## src/rtl/uart_rx_frame_check.sv

```systemverilog
`default_nettype none
// ============================================================================
// Module      : uart_rx_frame_check
// Description : UART receive frame checker. Sits behind the RX sampling
//               stage: after the start bit is validated it deserialises
//               DATA_WIDTH data bits LSB-first, checks an optional parity
//               bit and one or two stop bits, emits a one-cycle frame strobe
//               with data and per-frame error flags, and keeps saturating
//               parity/stop error counters.
// Ports       : clk_i           - clock, rising edge
//               rst_ni          - synchronous active-low reset
//               frame_start_i   - start bit validated (ignored unless idle)
//               sample_vld_i    - sampled_bit_i valid this cycle
//               sampled_bit_i   - majority-sampled line value
//               cfg_par_en_i    - parity bit present
//               cfg_par_odd_i   - odd (1) / even (0) parity
//               cfg_two_stop_i  - two stop bits
//               err_clr_i       - clear both error counters (wins over inc)
//               busy_o          - frame in progress
//               rx_data_o       - last received data word
//               frame_vld_o     - one-cycle frame complete strobe
//               par_err_o       - parity error of last frame
//               stp_err_o       - stop error of last frame
//               par_err_cnt_o   - saturating parity error count
//               stp_err_cnt_o   - saturating stop error count
// Revision    : 1.0 - initial release
// ============================================================================
module uart_rx_frame_check #(
    parameter int DATA_WIDTH = 8,
    parameter int CNT_WIDTH  = 8
) (
    input  logic                  clk_i,
    input  logic                  rst_ni,
    input  logic                  frame_start_i,
    input  logic                  sample_vld_i,
    input  logic                  sampled_bit_i,
    input  logic                  cfg_par_en_i,
    input  logic                  cfg_par_odd_i,
    input  logic                  cfg_two_stop_i,
    input  logic                  err_clr_i,
    output logic                  busy_o,
    output logic [DATA_WIDTH-1:0] rx_data_o,
    output logic                  frame_vld_o,
    output logic                  par_err_o,
    output logic                  stp_err_o,
    output logic [CNT_WIDTH-1:0]  par_err_cnt_o,
    output logic [CNT_WIDTH-1:0]  stp_err_cnt_o
);

    localparam int BW = $clog2(DATA_WIDTH);
    localparam logic [BW-1:0]        LAST_BIT = BW'(DATA_WIDTH - 1);
    localparam logic [CNT_WIDTH-1:0] CNT_MAX  = {CNT_WIDTH{1'b1}};

    typedef enum logic [1:0] {
        S_IDLE   = 2'd0,
        S_DATA   = 2'd1,
        S_PARITY = 2'd2,
        S_STOP   = 2'd3
    } state_t;

    state_t                state_q,     state_d;
    logic [BW-1:0]         bit_cnt_q,   bit_cnt_d;
    logic [DATA_WIDTH-1:0] shift_q,     shift_d;
    logic                  par_acc_q,   par_acc_d;
    logic                  par_flag_q,  par_flag_d;
    logic                  stp_flag_q,  stp_flag_d;
    logic                  stop_idx_q,  stop_idx_d;
    logic                  par_en_q,    par_en_d;
    logic                  two_stop_q,  two_stop_d;
    logic [DATA_WIDTH-1:0] rx_data_q,   rx_data_d;
    logic                  frame_vld_q, frame_vld_d;
    logic                  par_err_q,   par_err_d;
    logic                  stp_err_q,   stp_err_d;
    logic [CNT_WIDTH-1:0]  par_cnt_q,   par_cnt_d;
    logic [CNT_WIDTH-1:0]  stp_cnt_q,   stp_cnt_d;

    always_ff @(posedge clk_i) begin
        if (!rst_ni) begin
            state_q     <= S_IDLE;
            bit_cnt_q   <= '0;
            shift_q     <= '0;
            par_acc_q   <= 1'b0;
            par_flag_q  <= 1'b0;
            stp_flag_q  <= 1'b0;
            stop_idx_q  <= 1'b0;
            par_en_q    <= 1'b0;
            two_stop_q  <= 1'b0;
            rx_data_q   <= '0;
            frame_vld_q <= 1'b0;
            par_err_q   <= 1'b0;
            stp_err_q   <= 1'b0;
            par_cnt_q   <= '0;
            stp_cnt_q   <= '0;
        end else begin
            state_q     <= state_d;
            bit_cnt_q   <= bit_cnt_d;
            shift_q     <= shift_d;
            par_acc_q   <= par_acc_d;
            par_flag_q  <= par_flag_d;
            stp_flag_q  <= stp_flag_d;
            stop_idx_q  <= stop_idx_d;
            par_en_q    <= par_en_d;
            two_stop_q  <= two_stop_d;
            rx_data_q   <= rx_data_d;
            frame_vld_q <= frame_vld_d;
            par_err_q   <= par_err_d;
            stp_err_q   <= stp_err_d;
            par_cnt_q   <= par_cnt_d;
            stp_cnt_q   <= stp_cnt_d;
        end
    end

    always_comb begin
        state_d     = state_q;
        bit_cnt_d   = bit_cnt_q;
        shift_d     = shift_q;
        par_acc_d   = par_acc_q;
        par_flag_d  = par_flag_q;
        stp_flag_d  = stp_flag_q;
        stop_idx_d  = stop_idx_q;
        par_en_d    = par_en_q;
        two_stop_d  = two_stop_q;
        rx_data_d   = rx_data_q;
        frame_vld_d = 1'b0;
        par_err_d   = par_err_q;
        stp_err_d   = stp_err_q;
        par_cnt_d   = par_cnt_q;
        stp_cnt_d   = stp_cnt_q;

        case (state_q)
            S_IDLE: begin
                if (frame_start_i) begin
                    state_d    = S_DATA;
                    bit_cnt_d  = '0;
                    par_en_d   = cfg_par_en_i;
                    two_stop_d = cfg_two_stop_i;
                    // Seeding with the odd flag makes a zero result mean
                    // "parity good" for both even and odd modes.
                    par_acc_d  = cfg_par_odd_i;
                    par_flag_d = 1'b0;
                    stp_flag_d = 1'b0;
                    stop_idx_d = 1'b0;
                end
            end
            S_DATA: begin
                if (sample_vld_i) begin
                    // Shift right so the first (LSB) bit ends at bit 0.
                    shift_d   = {sampled_bit_i, shift_q[DATA_WIDTH-1:1]};
                    par_acc_d = par_acc_q ^ sampled_bit_i;
                    bit_cnt_d = bit_cnt_q + BW'(1);
                    if (bit_cnt_q == LAST_BIT) begin
                        state_d = par_en_q ? S_PARITY : S_STOP;
                    end
                end
            end
            S_PARITY: begin
                if (sample_vld_i) begin
                    par_flag_d = par_acc_q ^ sampled_bit_i;
                    state_d    = S_STOP;
                end
            end
            S_STOP: begin
                if (sample_vld_i) begin
                    stp_flag_d = stp_flag_q | ~sampled_bit_i;
                    if (stop_idx_q == two_stop_q) begin
                        state_d     = S_IDLE;
                        rx_data_d   = shift_q;
                        par_err_d   = par_en_q & par_flag_q;
                        stp_err_d   = stp_flag_q | ~sampled_bit_i;
                        frame_vld_d = 1'b1;
                        if (par_err_d && (par_cnt_q != CNT_MAX)) begin
                            par_cnt_d = par_cnt_q + CNT_WIDTH'(1);
                        end
                        if (stp_err_d && (stp_cnt_q != CNT_MAX)) begin
                            stp_cnt_d = stp_cnt_q + CNT_WIDTH'(1);
                        end
                    end else begin
                        stop_idx_d = 1'b1;
                    end
                end
            end
            default: state_d = S_IDLE;
        endcase

        // Clear takes priority over a coincident increment.
        if (err_clr_i) begin
            par_cnt_d = '0;
            stp_cnt_d = '0;
        end
    end

    assign busy_o        = (state_q != S_IDLE);
    assign rx_data_o     = rx_data_q;
    assign frame_vld_o   = frame_vld_q;
    assign par_err_o     = par_err_q;
    assign stp_err_o     = stp_err_q;
    assign par_err_cnt_o = par_cnt_q;
    assign stp_err_cnt_o = stp_cnt_q;

endmodule
`default_nettype wire

```

## config.mk

```make
export PLATFORM = sky130hd
export DESIGN_NAME = uart_rx_frame_check
export DESIGN_NICKNAME = d
export VERILOG_FILES = /design/src/rtl/uart_rx_frame_check.sv
export SDC_FILE = /design/constraint.sdc
export NUM_CORES = 1
export LEC_CHECK = 0
export CAP_MARGIN = 10
export CELL_PAD_IN_SITES_DETAIL_PLACEMENT = 2
export CELL_PAD_IN_SITES_GLOBAL_PLACEMENT = 2
export CORE_UTILIZATION = 34
export CTS_CLUSTER_SIZE = 14
export DETAILED_ROUTE_END_ITERATION = 10
export MAX_ROUTING_LAYER = met4
export PLACE_DENSITY_LB_ADDON = 0.1
export SYNTH_ARGS = -nofsm -noshare
export SYNTH_HDL_FRONTEND = slang
export SYNTH_SLANG_ARGS = --single-unit
```

## constraint.sdc

```tcl
create_clock -name clk_i -period 3.8 [get_ports clk_i]
set_clock_uncertainty 0.05 [all_clocks]
set_input_delay 0.76 -clock clk_i [delete_from_list [all_inputs] [get_ports clk_i]]
set_output_delay 0.76 -clock clk_i [all_outputs]
set_load 0.1 [all_outputs]
```

==> results of run 1 <==
[Yosys cell counts (2+ instances only)]
cell | instances | share of area (%)
clkbuf_1 | 7 | 1.2
o41ai_1 | 6 | 2.4
dfxtp_1 | 46 | 42
nand3_1 | 19 | 4.3
or3_1 | 4 | 1.1
and3_1 | 2 | 0.57
nand4_1 | 5 | 1.4
nand2b_1 | 4 | 1.1
and2_1 | 5 | 1.4
ha_1 | 9 | 5.1
nor2b_1 | 5 | 1.4
nand2_1 | 43 | 7.3
inv_1 | 8 | 1.4
or2_2 | 2 | 0.57
and4_1 | 3 | 1.2
nor2_1 | 5 | 0.85
a21boi_0 | 23 | 7.8
o31ai_1 | 6 | 2.0
o22ai_1 | 2 | 0.57
o21ai_0 | 7 | 1.6
a21oi_1 | 18 | 4.1
or4_1 | 10 | 3.4
buf_2 | 4 | 0.91
o311ai_0 | 2 | 0.79
[cells by family after synthesis]
logic type	share of synthesized area [%]
AO/OA/AOI/OAI	21.0
XOR/XNOR	1.64
adder cells (fa/ha/maj)	5.10
buffers and inverters	3.63
flip-flops	41.7
multiplexers	0.964
AND/OR/NAND/NOR	25.9
[state kept, by name, summed over array words and instances (netlist names)]
register       cells
par_err_cnt_o      8
rx_data_o          8
shift_q            8
stp_err_cnt_o      8
bit_cnt_q          3
state_q            2
frame_vld_o        1
par_acc_q          1
par_en_q           1
par_err_o          1
par_flag_q         1
stop_idx_q         1
stp_err_o          1
stp_flag_q         1
two_stop_q         1
[worst min-delay path: cells and delay by family (launching register included)]
kind	cells	cell delay, ns
AOI/OAI and AO/OA	1	0.07
and+or+nand+nor	1	0.05
DFF	1	0.32
[worst max path at each step]
stage,start,slack (ns),end
after floorplan,par_err_cnt_o[0],1.60,par_err_cnt_o[4]
after global routing,par_err_cnt_o[2],0.95,par_err_cnt_o[2]
after CTS,par_err_cnt_o[2],1.01,par_err_cnt_o[2]
after global placement,rst_ni,1.21,stp_err_cnt_o[2]
final,par_err_cnt_o[2],1.03,par_err_cnt_o[2]
after detailed placement,rst_ni,1.17,stp_err_cnt_o[2]
[routing by layer]
layer / wire, um / vias to the layer above / GRT usage (%) / part of all wire (%)
met1: 2700 / 977 / 23.2 / 47
li1: - / 1001 / - / -
met2: 2880 / 27 / 34.0 / 50
met3: 137 / 6 / 3.74 / 2.4
met4: 59 / 0 / 4.83 / 1.0
met5: 0 / - / - / 0
[power groups by stage]
stage	Sequential [W]	Combinational (W)	Clock, W
global route	0.000541	0.000385	0.000414
floorplan	0.000547	0.000267	0
finish	0.000536	0.000351	0.000381
detailed placement	0.000549	0.000357	0
global placement	0.000548	0.000347	0
CTS	0.000537	0.000358	0.000398
[layout make-up]
| class | count | area [um2] | area share, % |
|---|---|---|---|
| multi-input combinational | 192 | 1210 | 44.1 |
| sequential | 46 | 921 | 33.7 |
| timing repair buffer | 38 | 373 | 13.6 |
| tap | 75 | 93.8 | 3.43 |
| clock buffer | 5 | 68.8 | 2.51 |
| clock inverter | 3 | 43.8 | 1.60 |
| inverter | 8 | 30.0 | 1.10 |
[through the flow]
stage,util (%),instance area (um2),worst slack (ns)
6_report,44.9,2740,1.03
5_1_grt,44.9,2740,0.955
4_1_cts,44.9,2740,1.01
3_5_place_dp,43.0,2620,1.17
3_3_place_gp,43.0,2620,1.21
2_1_floorplan,-,2210,1.60
==> results.sh, run 1 <==
export IMPL_r2r_setup_slack_ns=1.67
export IMPL_holdBufCountCts=0
export IMPL_rsz0062_at_grt="false"
export IMPL_num_vias=2011
export IMPL_drt_total_wl_um=5780
export IMPL_fp_dieArea_mm2=0.00682
export IMPL_switching_share_pct=35.3
export IMPL_n_fill_cell=687
export IMPL_synth_edf_count=0
export IMPL_hold_end="rx_data_o[7]"
export IMPL_period_minus_slack_ns=2.77
export IMPL_final_common_cell="dfxtp_1"
export IMPL_status="finished, final reports clean"
export IMPL_clk_path_buf_depth=2
export IMPL_area_delta_synth_final_pct=24.0
export IMPL_firstDrtPassIters=4
export IMPL_ys_seq_area_share_pct=41.7
export IMPL_cts_setup_buffers=0
export IMPL_clkPwrFrac_pct=30.0
export IMPL_cts_tree="yes"
export IMPL_synthFlopType="dfxtp_1"
export IMPL_syn_area_per_cell_um2=8.55
export IMPL_ys_types=37
export IMPL_numPortBuffers=36
export IMPL_power_density_mw_per_mm2=464
export IMPL_htreeDepth=2
export IMPL_io_pins=37
export IMPL_layout_common_cells="dfxtp_1, nand2_1, clkdlybuf4s50_1"
export IMPL_worst_slew_pin_slew_ns=0.976
export IMPL_syn_cell_area_mm2=0.00221
export IMPL_slew_violations=0
export IMPL_nNetsFinal=309
export IMPL_clkSinkCount=46
export IMPL_crit_path_start_kind="flop"
export IMPL_slowest_delay_ns=1.18
export IMPL_crit_path_end_kind="output pin"
export IMPL_reg2reg_to="par_err_cnt_o[5]"
export IMPL_total_power_w=0.00127
export IMPL_required_ns=2.99
export IMPL_cpLargestDelayFamily="buffers and inverters"
export IMPL_gp_congestion=0.720
export IMPL_syn_nets=276
export IMPL_cts_resized=0
export IMPL_critPathKind="flop to output pin"
export IMPL_clk_pin_slew_ns=0.09
export IMPL_antenna_found_initial=0
export IMPL_critPathSlowestCell="clkdlybuf4s50_1"
export IMPL_dp_cells=359
export IMPL_drtIter0Drc=74
export IMPL_fin_cells=367
export IMPL_core_mm2=0.00610
export IMPL_p_int_w=0.000820
export IMPL_setup_viol=0
export IMPL_fin_worst_hold_slack_ns=0.422
export IMPL_numCtsBuffers=5
export IMPL_insertion_delay_ns=0.30
export IMPL_period_share_pct=72.8
export IMPL_p_switching_w=0.000448
export IMPL_grt_use_total_pct=19.5
export IMPL_p_seq_share_pct=42.3
export IMPL_hold_class="flop to flop"
export IMPL_grt_overflow_total=0
export IMPL_placementRows=28
export IMPL_n_antenna_cell=0
export IMPL_grt_pass1_vias=2085
export IMPL_vias_per_cell=5.48
export IMPL_dpl_hpwl_um=4170
export IMPL_yosys_register_bits=46
export IMPL_maxCapViolCount=0
export IMPL_p_leak_nw=0.884
export IMPL_ys_warn_count=0
export IMPL_root_buffer="clkbuf_8"
export IMPL_routedWlPerCell_um=15.7
export IMPL_setup_tns_ns=0
export IMPL_hold_viol=0
export IMPL_die_y_um=82.6
export IMPL_reg2reg_depth=5
export IMPL_arrival_ns=1.96
export IMPL_path_cells="clkdlybuf4s50_1"
export IMPL_grt_pass1_wl_um=9910
export IMPL_async_flop_share_pct=0
export IMPL_start_util_pct=36.2
export IMPL_die_x_um=82.6
export IMPL_drtAntennaViolNets=0
export IMPL_max_freq_mhz=362
export IMPL_reg2reg_from="state_q[0]"
export IMPL_path_max_fanout=8
export IMPL_grt_max_degree=34
export IMPL_whs_path_depth=2
export IMPL_cp_num_cells=1
export IMPL_critPathBufInv=1
export IMPL_drc=0
export IMPL_pwr_share_comb_pct=27.7
export IMPL_irDropWorstVdd_mv=0.183
export IMPL_syn_instance_count=258
export IMPL_relSlewSlack_pct=34.7
export IMPL_hold_path_startpoint="rx_data_o[7]"
export IMPL_layout_drive_gt1_share_pct=5.82
Note: power is estimated with default switching activity, not from simulation.
==> inputs of run 2 (changes only) <==
--- a/config.mk
+++ b/config.mk
@@ -8,7 +8,7 @@
 export CAP_MARGIN = 10
 export CELL_PAD_IN_SITES_DETAIL_PLACEMENT = 2
 export CELL_PAD_IN_SITES_GLOBAL_PLACEMENT = 2
-export CORE_UTILIZATION = 34
+export CORE_UTILIZATION = 28
 export CTS_CLUSTER_SIZE = 14
 export DETAILED_ROUTE_END_ITERATION = 10
 export MAX_ROUTING_LAYER = met4
==> constraint.sdc (replaced) <==
create_clock -name clk_i -period 2.38 [get_ports clk_i]
set_clock_uncertainty 0.05 [all_clocks]
set_input_delay 0.476 -clock clk_i [delete_from_list [all_inputs] [get_ports clk_i]]
set_output_delay 0.476 -clock clk_i [all_outputs]
set_load 0.1 [all_outputs]
==> run 2 against run 1 <==
  * Core utilization is 9.1 points lower
  * Combinational power is 83% higher
  * Critical path depth is 3 higher
  * Power is 60% higher
  * Final cell count is 9.3% higher
  * Critical path type unchanged
  * Largest cell class unchanged
==> results.sh, run 2 (synthesis results as in run 1) <==
export IMPL_status="finished, final reports clean"
export IMPL_critPathBufInv=3
export IMPL_start_util_pct=28.7
export IMPL_gp_congestion=0.732
export IMPL_clkSinkCount=46
export IMPL_max_freq_mhz=484
export IMPL_nNetsFinal=316
export IMPL_grt_pass1_vias=2114
export IMPL_hold_viol=0
export IMPL_holdBufCountCts=0
export IMPL_dpl_hpwl_um=4290
export IMPL_crit_path_start_kind="flop"
export IMPL_reg2reg_depth=5
export IMPL_grt_overflow_total=0
export IMPL_core_mm2=0.00769
export IMPL_slew_violations=0
export IMPL_whs_path_depth=2
export IMPL_numPortBuffers=36
export IMPL_p_int_w=0.00127
export IMPL_r2r_setup_slack_ns=0.32
export IMPL_hold_path_startpoint="rx_data_o[7]"
export IMPL_post_place_ws_ns=0.0856
export IMPL_routedWlPerCell_um=14.9
export IMPL_io_pins=37
export IMPL_required_ns=1.85
export IMPL_regArea_um2=921
export IMPL_vias_per_cell=5.06
export IMPL_multiInputGateArea_mm2=0.00121
export IMPL_grt_pass1_wl_um=10400
export IMPL_cts_setup_buffers=0
export IMPL_maxCapViolCount=0
export IMPL_period_minus_slack_ns=2.07
export IMPL_final_common_cell="dfxtp_1"
export IMPL_power_density_mw_per_mm2=739
export IMPL_insertion_delay_ns=0.30
export IMPL_cpLargestDelayFamily="flip-flops"
export IMPL_crit_path_end_kind="output pin"
export IMPL_firstDrtPassIters=3
export IMPL_cts_resized=0
export IMPL_critPathSlowestCell="dfxtp_1"
export IMPL_layout_common_cells="dfxtp_1, nand2_1, buf_4"
export IMPL_hold_class="flop to flop"
export IMPL_p_leak_nw=0.963
export IMPL_layout_drive_gt1_share_pct=17.1
export IMPL_p_switching_w=0.000760
export IMPL_period_share_pct=86.9
export IMPL_critPathKind="flop to output pin"
export IMPL_arrival_ns=1.54
export IMPL_dp_cells=393
export IMPL_drc=0
export IMPL_clk_path_buf_depth=2
export IMPL_antenna_found_initial=0
export IMPL_reg2reg_from="state_q[0]"
export IMPL_n_fill_cell=915
export IMPL_die_x_um=90.8
export IMPL_slowest_delay_ns=0.46
export IMPL_worst_slew_pin_slew_ns=0.602
export IMPL_drtAntennaViolNets=0
export IMPL_hold_end="rx_data_o[7]"
export IMPL_die_y_um=90.8
export IMPL_grt_use_total_pct=16.1
export IMPL_clkPwrFrac_pct=26.0
export IMPL_n_antenna_cell=0
export IMPL_reg2reg_to="stp_err_cnt_o[4]"
export IMPL_finalWorstSetupSlack_ns=0.313
export IMPL_fin_cells=401
export IMPL_path_cells="inv_1 -> ha_1 -> inv_1 -> buf_12"
export IMPL_cts_tree="yes"
export IMPL_grt_max_degree=32
export IMPL_total_power_w=0.00203
export IMPL_num_vias=2031
export IMPL_area_delta_synth_final_pct=24.5
export IMPL_fp_dieArea_mm2=0.00824
export IMPL_switching_share_pct=37.4
export IMPL_pwr_share_comb_pct=31.7
export IMPL_setup_viol=0
export IMPL_root_buffer="clkbuf_8"
export IMPL_irDropWorstVdd_mv=0.295
export IMPL_htreeDepth=2
export IMPL_path_max_fanout=7
export IMPL_crit_path_frequent_cell="inv_1"
export IMPL_rsz0062_at_grt="false"
export IMPL_setup_tns_ns=0
export IMPL_drtIter0Drc=32
export IMPL_fin_worst_hold_slack_ns=0.423
export IMPL_clk_pin_slew_ns=0.11
export IMPL_numCtsBuffers=5
export IMPL_relSlewSlack_pct=59.7
export IMPL_placementRows=32
export IMPL_p_seq_share_pct=42.3
export IMPL_drt_total_wl_um=5970
-- run 2: changes by cell type in the layout (fill, tap and decap cells not counted) --
cell	change
clkdlybuf4s50_1	-27
buf_12	+1
clkinv_4	+1
clkinv_2	-1
bufinv_16	-1
buf_4	+33
clkinvlp_4	+1
-- run 2: metrics by stage --
stage | cell area, um2 | utilization (%)
5_1_grt | 2750 | 35.8
3_3_place_gp | 2660 | 34.5
6_report | 2750 | 35.8
3_5_place_dp | 2660 | 34.5
4_1_cts | 2750 | 35.8
2_1_floorplan | 2210 | -
-- run 2: per-layer routing --
| metal | routed length [um] | GRT usage, % | vias to the layer above |
|---|---|---|---|
| met4 | 48 | 3.57 | 0 |
| met3 | 157 | 3.20 | 6 |
| met2 | 2810 | 25.6 | 29 |
| met5 | 0 | - | - |
| met1 | 2960 | 21.1 | 982 |
| li1 | - | - | 1014 |
-- run 2: power by group through the flow --
stage	clock network [W]	registers (W)	logic, W
global route	0.000583	0.000867	0.000718
detailed placement	0	0.000878	0.000660
CTS	0.000551	0.000861	0.000661
floorplan	0	0.000874	0.000426
global placement	0	0.000876	0.000652
finish	0.000528	0.000860	0.000643
-- run 2: layout make-up --
cell class,count,area share [%]
sequential,46,33.5
clock inverter,3,0.910
multi-input combinational,192,43.9
timing repair buffer,45,13.5
inverter,8,1.09
clock buffer,5,2.50
tap,102,4.64
-- run 2: worst reg2reg max path, cell delays in order (launching register included) --
cell and delay, ns:
dfxtp_1 0.46, ha_1 0.32, and2_1 0.20, nand3_2 0.24, or4_1 0.55, a21oi_1 0.17
-- run 2: worst max-delay path by stage --
| stage | startpoint | to | slack (ns) | cells after the start |
|---|---|---|---|---|
| 2_1_floorplan | par_err_cnt_o[0] | par_err_cnt_o[4] | 0.18 | 5 |
| 3_3_place_gp | sample_vld_i | par_err_cnt_o[0] | 0.15 | 6 |
| 3_5_place_dp | sample_vld_i | stp_err_cnt_o[4] | 0.09 | 5 |
| 4_1_cts | state_q[0] | busy_o | 0.27 | 4 |
| 5_1_grt | state_q[0] | stp_err_cnt_o[4] | 0.16 | 5 |
| 6_report | state_q[0] | busy_o | 0.31 | 4 |
==> inputs of run 3 (changes only) <==
--- a/config.mk
+++ b/config.mk
@@ -8,7 +8,7 @@
 export CAP_MARGIN = 10
 export CELL_PAD_IN_SITES_DETAIL_PLACEMENT = 2
 export CELL_PAD_IN_SITES_GLOBAL_PLACEMENT = 2
-export CORE_UTILIZATION = 28
+export CORE_UTILIZATION = 34
 export CTS_CLUSTER_SIZE = 14
 export DETAILED_ROUTE_END_ITERATION = 10
 export MAX_ROUTING_LAYER = met4
==> constraint.sdc (replaced) <==
create_clock -name clk_i -period 2.4 [get_ports clk_i]
set_clock_uncertainty 0.05 [all_clocks]
set_input_delay 0.48 -clock clk_i [delete_from_list [all_inputs] [get_ports clk_i]]
set_output_delay 0.48 -clock clk_i [all_outputs]
set_load 0.1 [all_outputs]
==> run 3 against run 2 <==
  * Register-to-register slack is essentially flat
  * Global-route usage grew 4.1 points
  * Critical path depth grew 2
  * Power grew 3.1%
  * Final cell count shrank 6.7%
  * Clock power grew 15%
  * Sequential cell count is the same
  * First-iteration DRC count grew 13%
  * Largest power group unchanged
  * Worst setup slack lost 0.0063 ns
  * Critical endpoint is now par_err_cnt_o[0]
  * Non-clock buffer count is the same
  * Sequential power shrank 1%
==> results.sh, run 3 (synthesis results as in run 1) <==
export IMPL_drtAntennaViolNets=0
export IMPL_dpl_hpwl_um=4390
export IMPL_numPortBuffers=36
export IMPL_rsz0062_at_grt="false"
export IMPL_final_common_cell="dfxtp_1"
export IMPL_drc=0
export IMPL_firstDrtPassIters=4
export IMPL_gp_congestion=0.721
export IMPL_htreeDepth=2
export IMPL_antenna_found_initial=0
export IMPL_insertion_delay_ns=0.30
export IMPL_num_vias=2050
export IMPL_grt_use_total_pct=20.2
export IMPL_root_buffer="clkbuf_8"
export IMPL_n_fill_cell=703
export IMPL_layout_drive_gt1_share_pct=17.1
export IMPL_relSlewSlack_pct=59.6
export IMPL_irDropWorstVdd_mv=0.411
export IMPL_grt_pass1_vias=2088
export IMPL_slew_violations=0
export IMPL_cts_setup_buffers=0
export IMPL_setup_viol=0
export IMPL_max_freq_mhz=478
export IMPL_holdBufCountCts=0
export IMPL_drtIter0Drc=36
export IMPL_layout_common_cells="dfxtp_1, nand2_1, buf_4"
export IMPL_fp_dieArea_mm2=0.00682
export IMPL_n_antenna_cell=0
export IMPL_nNetsFinal=316
export IMPL_vias_per_cell=5.48
export IMPL_grt_overflow_total=0
export IMPL_p_leak_nw=0.977
export IMPL_crit_path_start_kind="flop"
export IMPL_start_util_pct=36.2
export IMPL_worst_slew_pin_slew_ns=0.604
export IMPL_placementRows=28
export IMPL_fin_worst_hold_slack_ns=0.421
export IMPL_critPathKind="flop to flop"
export IMPL_setup_tns_ns=0
export IMPL_die_x_um=82.6
export IMPL_status="finished, final reports clean"
export IMPL_clkSinkCount=46
export IMPL_clk_pin_slew_ns=0.10
export IMPL_numCtsBuffers=5
export IMPL_cts_tree="yes"
export IMPL_path_max_fanout=12
export IMPL_power_density_mw_per_mm2=766
export IMPL_period_share_pct=87.2
export IMPL_area_delta_synth_final_pct=23.9
export IMPL_core_mm2=0.00610
export IMPL_cts_resized=0
export IMPL_hold_viol=0
export IMPL_maxCapViolCount=0
export IMPL_required_ns=2.59
export IMPL_hold_class="flop to flop"
export IMPL_routedWlPerCell_um=16.3
export IMPL_io_pins=37
export IMPL_period_minus_slack_ns=2.09
export IMPL_grt_pass1_wl_um=10100
export IMPL_die_y_um=82.6
export IMPL_arrival_ns=2.28
export IMPL_grt_max_degree=32
export IMPL_clk_path_buf_depth=2
export IMPL_crit_path_end_kind="flop"
export IMPL_drt_total_wl_um=6080
-- run 3: worst max-delay path, stage by stage (launching register included) --
cell and delay, ns:
dfxtp_1 0.45, ha_1 0.32, and4_1 0.25, nand2_1 0.25
buf_4 0.25, or3_1 0.30, a21oi_1 0.15
-- run 3: power breakdown --
part           total [W]  leakage (nW)  internal [W]  switching [W]
sequential      0.000851         0.371      0.000805      0.0000460
clock           0.000605        0.0585      0.000313       0.000292
combinational   0.000639         0.547      0.000244       0.000395
-- run 3: stage by stage --
step / util, % / instance area, um2 / worst slack [ns] / instances / total power [W]
final: 44.8 / 2730 / 0.306 / 374 / 0.00209
after global routing: 44.8 / 2730 / 0.101 / 374 / 0.00221
after CTS: 44.8 / 2730 / 0.300 / 374 / 0.00213
after detailed placement: 43.0 / 2620 / 0.112 / 366 / 0.00151
after global placement: 43.0 / 2620 / 0.156 / 366 / 0.00150
after floorplan: - / 2210 / 0.201 / 258 / 0.00129
-- run 3: path summary, 6_finish.rpt --
kind / from / end / slack, ns / depth (start not counted)
max: state_q[0] / par_err_cnt_o[0] / 0.31 / 6
min: shift_q[0] / rx_data_o[0] / 0.42 / 2
max reg2reg: state_q[0] / par_err_cnt_o[0] / 0.31 / 6
min reg2reg: shift_q[0] / rx_data_o[0] / 0.42 / 2
-- run 3: final cells by class --
| cell class | count | area, um2 | area share (%) |
|---|---|---|---|
| Timing Repair Buffer | 45 | 370 | 13.5 |
| Inverter | 8 | 30.0 | 1.10 |
| Clock inverter | 3 | 43.8 | 1.60 |
| Sequential cell | 46 | 921 | 33.7 |
| Clock buffer | 5 | 68.8 | 2.52 |
| Tap cell | 75 | 93.8 | 3.43 |
| Multi-Input combinational cell | 192 | 1210 | 44.1 |
-- run 3: routing by layer --
metal	vias to the layer above	part of all wire, %	global-route usage (%)
met5	-	0	-
met4	0	1.9	8.28
met3	12	2.8	3.74
met2	32	49	34.2
met1	987	46	23.5
li1	1019	-	-
